### src/rtl/ram_dp_be.sv
// Dual-port (1W/1R) byte-enable RAM with a start-up clear sequencer and optional output register.
// Latency: a read accepted at edge N shows q/q_valid after edge N+1+OUT_REG; writes land at edge N.
// Backpressure: ready=0 during reset and while clearing; we/re are ignored then. Clear: RAM_DP_BE_CLEAR_EN.
module ram_dp_be #(
  parameter int DATA_WIDTH = 32,
  parameter int ADDR_WIDTH = 7,
  parameter int OUT_REG    = 0,
  parameter int RDW_MODE   = 0
) (
  input  logic                    clk,
  input  logic                    rst_n,
  input  logic                    we,
  input  logic [ADDR_WIDTH-1:0]   waddr,
  input  logic [DATA_WIDTH-1:0]   d,
  input  logic [DATA_WIDTH/8-1:0] be,
  input  logic                    re,
  input  logic [ADDR_WIDTH-1:0]   raddr,
  output logic [DATA_WIDTH-1:0]   q,
  output logic                    q_valid,
  output logic                    ready
);

  localparam int DEPTH = 2 ** ADDR_WIDTH;
  localparam int NB    = DATA_WIDTH / 8;
  // Stage 0 captures the array word, stage 1 is the q register, stage 2 the optional extra one.
  localparam int NSTG  = 2 + OUT_REG;

  typedef enum logic {
    ST_CLEAR = 1'b0,
    ST_RUN   = 1'b1
  } state_t;

  state_t state_q, state_d;

  logic [DATA_WIDTH-1:0] mem [DEPTH];

  logic                  mem_we;
  logic [ADDR_WIDTH-1:0] mem_addr;
  logic [DATA_WIDTH-1:0] mem_wdata;
  logic [NB-1:0]         mem_be;

  logic                  wr_acc;
  logic                  rd_acc;
  logic [DATA_WIDTH-1:0] rd_word;

  logic [NSTG-1:0]       vld_q, vld_d;
  logic [DATA_WIDTH-1:0] dat_q [NSTG];
  logic [DATA_WIDTH-1:0] dat_d [NSTG];

`ifdef RAM_DP_BE_CLEAR_EN
  logic [ADDR_WIDTH-1:0] clr_cnt_q, clr_cnt_d;
`endif

  assign ready  = (state_q == ST_RUN);
  assign wr_acc = we & ready;
  assign rd_acc = re & ready;

  // Control FSM next state and the single write-port mux (clear engine vs. user writes).
  always_comb begin
    state_d   = state_q;
    mem_we    = 1'b0;
    mem_addr  = waddr;
    mem_wdata = d;
    mem_be    = be;
`ifdef RAM_DP_BE_CLEAR_EN
    clr_cnt_d = clr_cnt_q;
`endif
    case (state_q)
      ST_CLEAR: begin
`ifdef RAM_DP_BE_CLEAR_EN
        mem_we    = 1'b1;
        mem_addr  = clr_cnt_q;
        mem_wdata = '0;
        mem_be    = '1;
        if (clr_cnt_q == {ADDR_WIDTH{1'b1}}) begin
          // Last word written: counter parks here, never wraps back into CLEAR.
          state_d = ST_RUN;
        end else begin
          clr_cnt_d = clr_cnt_q + 1'b1;
        end
`else
        state_d = ST_RUN;
`endif
      end
      ST_RUN: begin
        mem_we = wr_acc;
      end
      default: begin
        state_d = ST_CLEAR;
      end
    endcase
  end

  // FSM state and clear counter; reset parks in CLEAR so ready is low while rst_n is asserted.
  always_ff @(posedge clk or negedge rst_n) begin
    if (!rst_n) begin
      state_q   <= ST_CLEAR;
`ifdef RAM_DP_BE_CLEAR_EN
      clr_cnt_q <= '0;
`endif
    end else begin
      state_q   <= state_d;
`ifdef RAM_DP_BE_CLEAR_EN
      clr_cnt_q <= clr_cnt_d;
`endif
    end
  end

  // Byte-masked array write; contents deliberately not reset.
  always_ff @(posedge clk) begin
    for (int i = 0; i < NB; i++) begin
      if (mem_we && mem_be[i]) begin
        mem[mem_addr][8*i +: 8] <= mem_wdata[8*i +: 8];
      end
    end
  end

  // Read word; in read-new mode a colliding write is merged byte by byte.
  always_comb begin
    rd_word = mem[raddr];
    if ((RDW_MODE != 0) && wr_acc && (waddr == raddr)) begin
      for (int i = 0; i < NB; i++) begin
        if (be[i]) begin
          rd_word[8*i +: 8] = d[8*i +: 8];
        end
      end
    end
  end

  // Read pipeline: each stage loads only when the previous one is valid, so q holds otherwise.
  always_comb begin
    vld_d    = {vld_q[NSTG-2:0], rd_acc};
    dat_d[0] = rd_acc ? rd_word : dat_q[0];
    for (int s = 1; s < NSTG; s++) begin
      dat_d[s] = vld_q[s-1] ? dat_q[s-1] : dat_q[s];
    end
  end

  // Read pipeline registers; reset drops any in-flight reads.
  always_ff @(posedge clk or negedge rst_n) begin
    if (!rst_n) begin
      vld_q <= '0;
      for (int s = 0; s < NSTG; s++) begin
        dat_q[s] <= '0;
      end
    end else begin
      vld_q <= vld_d;
      for (int s = 0; s < NSTG; s++) begin
        dat_q[s] <= dat_d[s];
      end
    end
  end

  assign q       = dat_q[NSTG-1];
  assign q_valid = vld_q[NSTG-1];

endmodule

### config.mk
export PLATFORM = sky130hd
export DESIGN_NAME = ram_dp_be
export DESIGN_NICKNAME = d
export VERILOG_FILES = /design/src/rtl/ram_dp_be.sv
export SDC_FILE = /design/constraint.sdc
export NUM_CORES = 2
export LEC_CHECK = 0
export CORE_AREA = 2 2 572 574
export DETAILED_ROUTE_END_ITERATION = 8
export DIE_AREA = 0 0 574 576
export PLACE_DENSITY = 0.65
export SKIP_CTS_REPAIR_TIMING = 1
export SLEW_MARGIN = 20
export SYNTH_ARGS = -nofsm -noshare
export SYNTH_HDL_FRONTEND = slang
export SYNTH_SLANG_ARGS = --single-unit
### constraint.sdc
create_clock -name clk -period 2.15 [get_ports clk]
set_input_delay 0.215 -clock clk [delete_from_list [all_inputs] [get_ports clk]]
set_output_delay 0.215 -clock clk [all_outputs]
set_load 0.05 [all_outputs]
Yosys cells after proc, flatten, opt, wreduce, memory -nomap -nowiden

Memory sizes are Yosys's and may differ from the RTL's. A register that Yosys moved wholly into a read port is not among the register bits.
Index checks and enable logic that the tools add are counted.

Bits in registers: 35
Bits in latches: 0
Bits in writable memories: 4096
ROM bits: 0
Input port bits: 54
Output and inout bits: 34
Memories: 1

Memory list:

| memory | words | width | rd ports | clocked after Yosys merged registers in | wr ports | RTL line | RTL |
|---|---|---|---|---|---|---|---|
| mem    | 128   | 32    | 1        | 1                                       | 1        | 35       | `logic [DATA_WIDTH-1:0] mem [DEPTH];` |

$add $sub $neg: 0
$mul: 0
Div/mod/pow operators: 0
$lt $le $gt $ge: 0
Equality and inequality tests: 0
Shift-type cells: 0
Muxes and demuxes: 9
Bitwise operators: 2
Reduce and logical (&&, ||, !) cells: 5

Operators by type and width:

| operator          | number |
|---|---|
| 2-to-1 mux 1 bit  | 9 |
| logical AND 1 bit | 4 |
| AND 1 bit         | 2 |
| logical NOT 1 bit | 1 |

Depth between registers and ports, before layout

Word-level depth: 5
Depth in mapped cells: 12

Worst setup path before layout

No wires, ideal clock.

Kind: in2reg
From: input port raddr[0]
To: register dat_q[32] in the netlist's numbering, read port of mem
Setup time: 0.126 ns
Arrival time: 2.211 ns
Required time: 2.024 ns
Path slack: -0.187 ns
Cell stages on the path: 8
Cell sequence: buf_4 > buf_2 > buf_2 > mux4_2 > mux2_2 > a211oi_1 > nor3_1 > a221o_1

RTL lines:

| element            | RTL line | RTL |
|---|---|---|
| start: declaration | 17       | `input logic [ADDR_WIDTH-1:0] raddr,` |
| end: declaration   | 47       | `logic [DATA_WIDTH-1:0] dat_q [NSTG];` |

==> results.cfg <==
[drt]
ant_nets = 0
drt_iter0_drc = 11185
vias = 86307
drc = 0
firstDrtPassIters = 5
viasPerCell = 6.08
wl_per_cell_um = 30.9
finalWirelength_mm = 439

[setup_path]
path_cells = mux4_2 > mux4_2 > a22oi_2 > nor3_2 > a221o_1
critPathSlowestCell = mux4_2
endpoint_kind = register
cp_num_buf_inv = 0
critPathLaunchType = register
setup.worst_path.class = register to register
critical_path_required_ns = 3.00
max_stage_delay_ns = 0.55
cp.arrival_ns = 3.28
cp_common_cell = mux4_2
crit_family = multiplexers
crit_fanout = 1

[cts]
cts_buffers = 407
clockBufferDepth = 4
cts-root-buf = clkbuf_16
clk_latency_ns = 0.98
cts_tree = done
path_clk_slew_ns = 0.06
htreeDepth = 5
cts_num_sinks = 4163

[synth]
seq_area_frac_synth_pct = 77.0
synth_fa_ha_area_share_pct = 0
synth-compound-area-share_pct = 2.86
synthSimpleGateAreaFrac_pct = 2.42
avgSynthCellArea_um2 = 20.5
synthMuxAreaShare_pct = 16.1
async_flop_share_pct = 1.61
synthCells = 7910
synth_ff_type = edfxtp_1
synth.cell_area_um2 = 162000
syn_nets = 7964
synth_edf_count = 4096
ys_warn_count = 0
ys_ff_latch = 4163
ys_types = 43
yosys.area_share.xor_xnor_pct = 0
synth_top_family_by_area = multiplexers

[floorplanning]
ios = 88
num_rows = 210
dieArea_um2 = 331000
start_util_pct = 49.8
die_w_um = 574
core_um2 = 325000
die_h_um = 576

[place]
io_buffers = 87
dp.final_hpwl_mm = 302
gp_congestion = 0.908

[grt]
grt-ovfl-total = 0
grt_pass1_vias = 86314
grt_usage_pct = 26.3
grt_start_max_net_pins = 128
grt_antenna_before_repair = 28
grt_pass1_wl_mm = 625

[layout]
fillCellCount = 22928
layout-drive-gt1-share_pct = 34.0
finish.utilization_pct = 60.1
areaGrowthSynthToFinish_pct = 20.7
fin_nets = 9555

[outcome]
status = finished, violations left
violations = setup timing

[timing]
fmax_ghz = 0.412
period_minus_slack_ns = 2.43
finalCritPeriodShare_pct = 113
setup_viol = 30
rsz0062_at_grt = true
worst_pin_slew_ns = 0.882
final_hold_viol_count = 0
worst_hold_slack_ns = 0.0775
setup_ws_ns = -0.278
skew_ns = 0.0600
finalMaxSlewViolations = 0
max-slew-margin-rel_pct = 40.7

[pwr]
leakage_nw = 65.9
power.density_nw_per_um2 = 882
ir_worst_vdd_mv = 0.723

[flow_run]
max-cap-violations = 0

[worst_hold_path]
hp-class = input pin to register
-- final timing paths --
path,start,end,slack [ns],depth (start not counted)
setup / recovery,mem[27][21],dat_q[53],-0.28,5
hold / removal,d[16],mem[26][16],0.08,2
setup reg to reg,mem[27][21],dat_q[53],-0.28,5
hold reg to reg,q[28],q[28],0.50,1
max in group asynchronous,rst_n,q[9],1.18,4
min in group asynchronous,rst_n,q[12],0.47,4
-- Yosys cell counts (32+ instances only) --
| cell type | instances | area (um^2) |
|---|---|---|
| buf_1 | 46 | 173 |
| a221oi_1 | 32 | 280 |
| buf_4 | 97 | 728 |
| a22oi_1 | 99 | 743 |
| nor2_1 | 568 | 2130 |
| buf_2 | 129 | 646 |
| mux4_2 | 772 | 17400 |
| clkbuf_1 | 232 | 871 |
| mux2i_1 | 655 | 6560 |
| nand2_1 | 168 | 631 |
| nor2b_1 | 32 | 200 |
| dfrtp_1 | 67 | 1680 |
| a21oi_1 | 102 | 510 |
| o22ai_1 | 177 | 1110 |
| o221ai_1 | 39 | 342 |
| mux2_2 | 186 | 2090 |
| edfxtp_1 | 4096 | 123000 |
| o21ai_0 | 61 | 305 |
| nor3_1 | 118 | 591 |
| a211oi_1 | 46 | 345 |
-- cell usage in the layout, fill, tap and decap left out, types with 20 or more instances in the layout --
cell,instances
a211oi_1,42
nand2_1,165
a22oi_1,73
buf_4,1359
mux2i_1,652
clkinvlp_4,21
a211o_1,21
nor3_1,91
a21oi_1,90
clkbuf_16,417
clkinv_1,79
a2111oi_0,20
o221ai_1,39
dfrtp_1,66
a221o_1,26
bufinv_16,42
nor2b_1,27
clkbuf_1,65
mux2_2,183
o22ai_1,177
dlygate4sd3_1,34
buf_12,255
nor2_1,561
clkinv_2,84
edfxtp_1,4096
dlymetal6s2s_1,27
mux4_2,772
a22oi_2,26
o21ai_0,55
-- routing by layer --
layer,vias to the layer above,part of all wire (%),track usage (%),wire [um]
li1,35832,-,-,-
met1,45444,39,37.6,173000
met5,-,0.012,0,52
met4,8,3.2,8.36,14100
met2,4436,47,40.8,206000
met3,587,10,5.60,45500
-- sequential cells by signal, indices dropped and copies added (netlist names) --
| signal | flops |
|---|---|
| q | 32 |
| mem | 4096 |
| dat_q | 32 |
| ready | 1 |
| vld_q | 2 |
-- report_power, final --
part	switching, mW	internal (mW)	total [mW]
clock	30.4	40.9	71.3
combinational	6.55	4.47	11.0
sequential	0.489	89.4	89.9
total	37.5	135	172
-- metrics by stage --
stage / std cells / worst slack [ns] / area, um^2 / power, mW / TNS [ns]
global route: 14185 / -0.257 / 195000 / 177 / -3.88
detailed placement: 13417 / -1.30 / 181000 / 102 / -791.78
CTS: 14163 / -0.604 / 194000 / 173 / -17.45
floorplan: 7910 / -0.00777 / 162000 / 96.8 / -0.189
global placement: 13414 / -1.74 / 181000 / 102 / -713.95
finish: 14191 / -0.278 / 195000 / 172 / -3.06
-- kinds of logic (layout without fill, tap and decap cells) --
group           count (synthesis)  in the layout
buf+inv                       521           2449
other cells                     1              8
flops                        4163           4163
mux                          1613           1613
compound gates                669            669
simple gates                  943            943
-- cell type report --
class / instances / area (um^2) / area share [%]
sequential: 4163 / 125000 / 63.8
timing repair buffer: 1700 / 16300 / 8.33
clock buffer: 491 / 10800 / 5.53
tap: 4346 / 5440 / 2.78
clock inverter: 255 / 2560 / 1.31
multi-input combinational: 3226 / 35600 / 18.2
inverter: 3 / 11.3 / 0.00576
antenna: 7 / 17.5 / 0.00897
(Power assumes the default switching activity.)
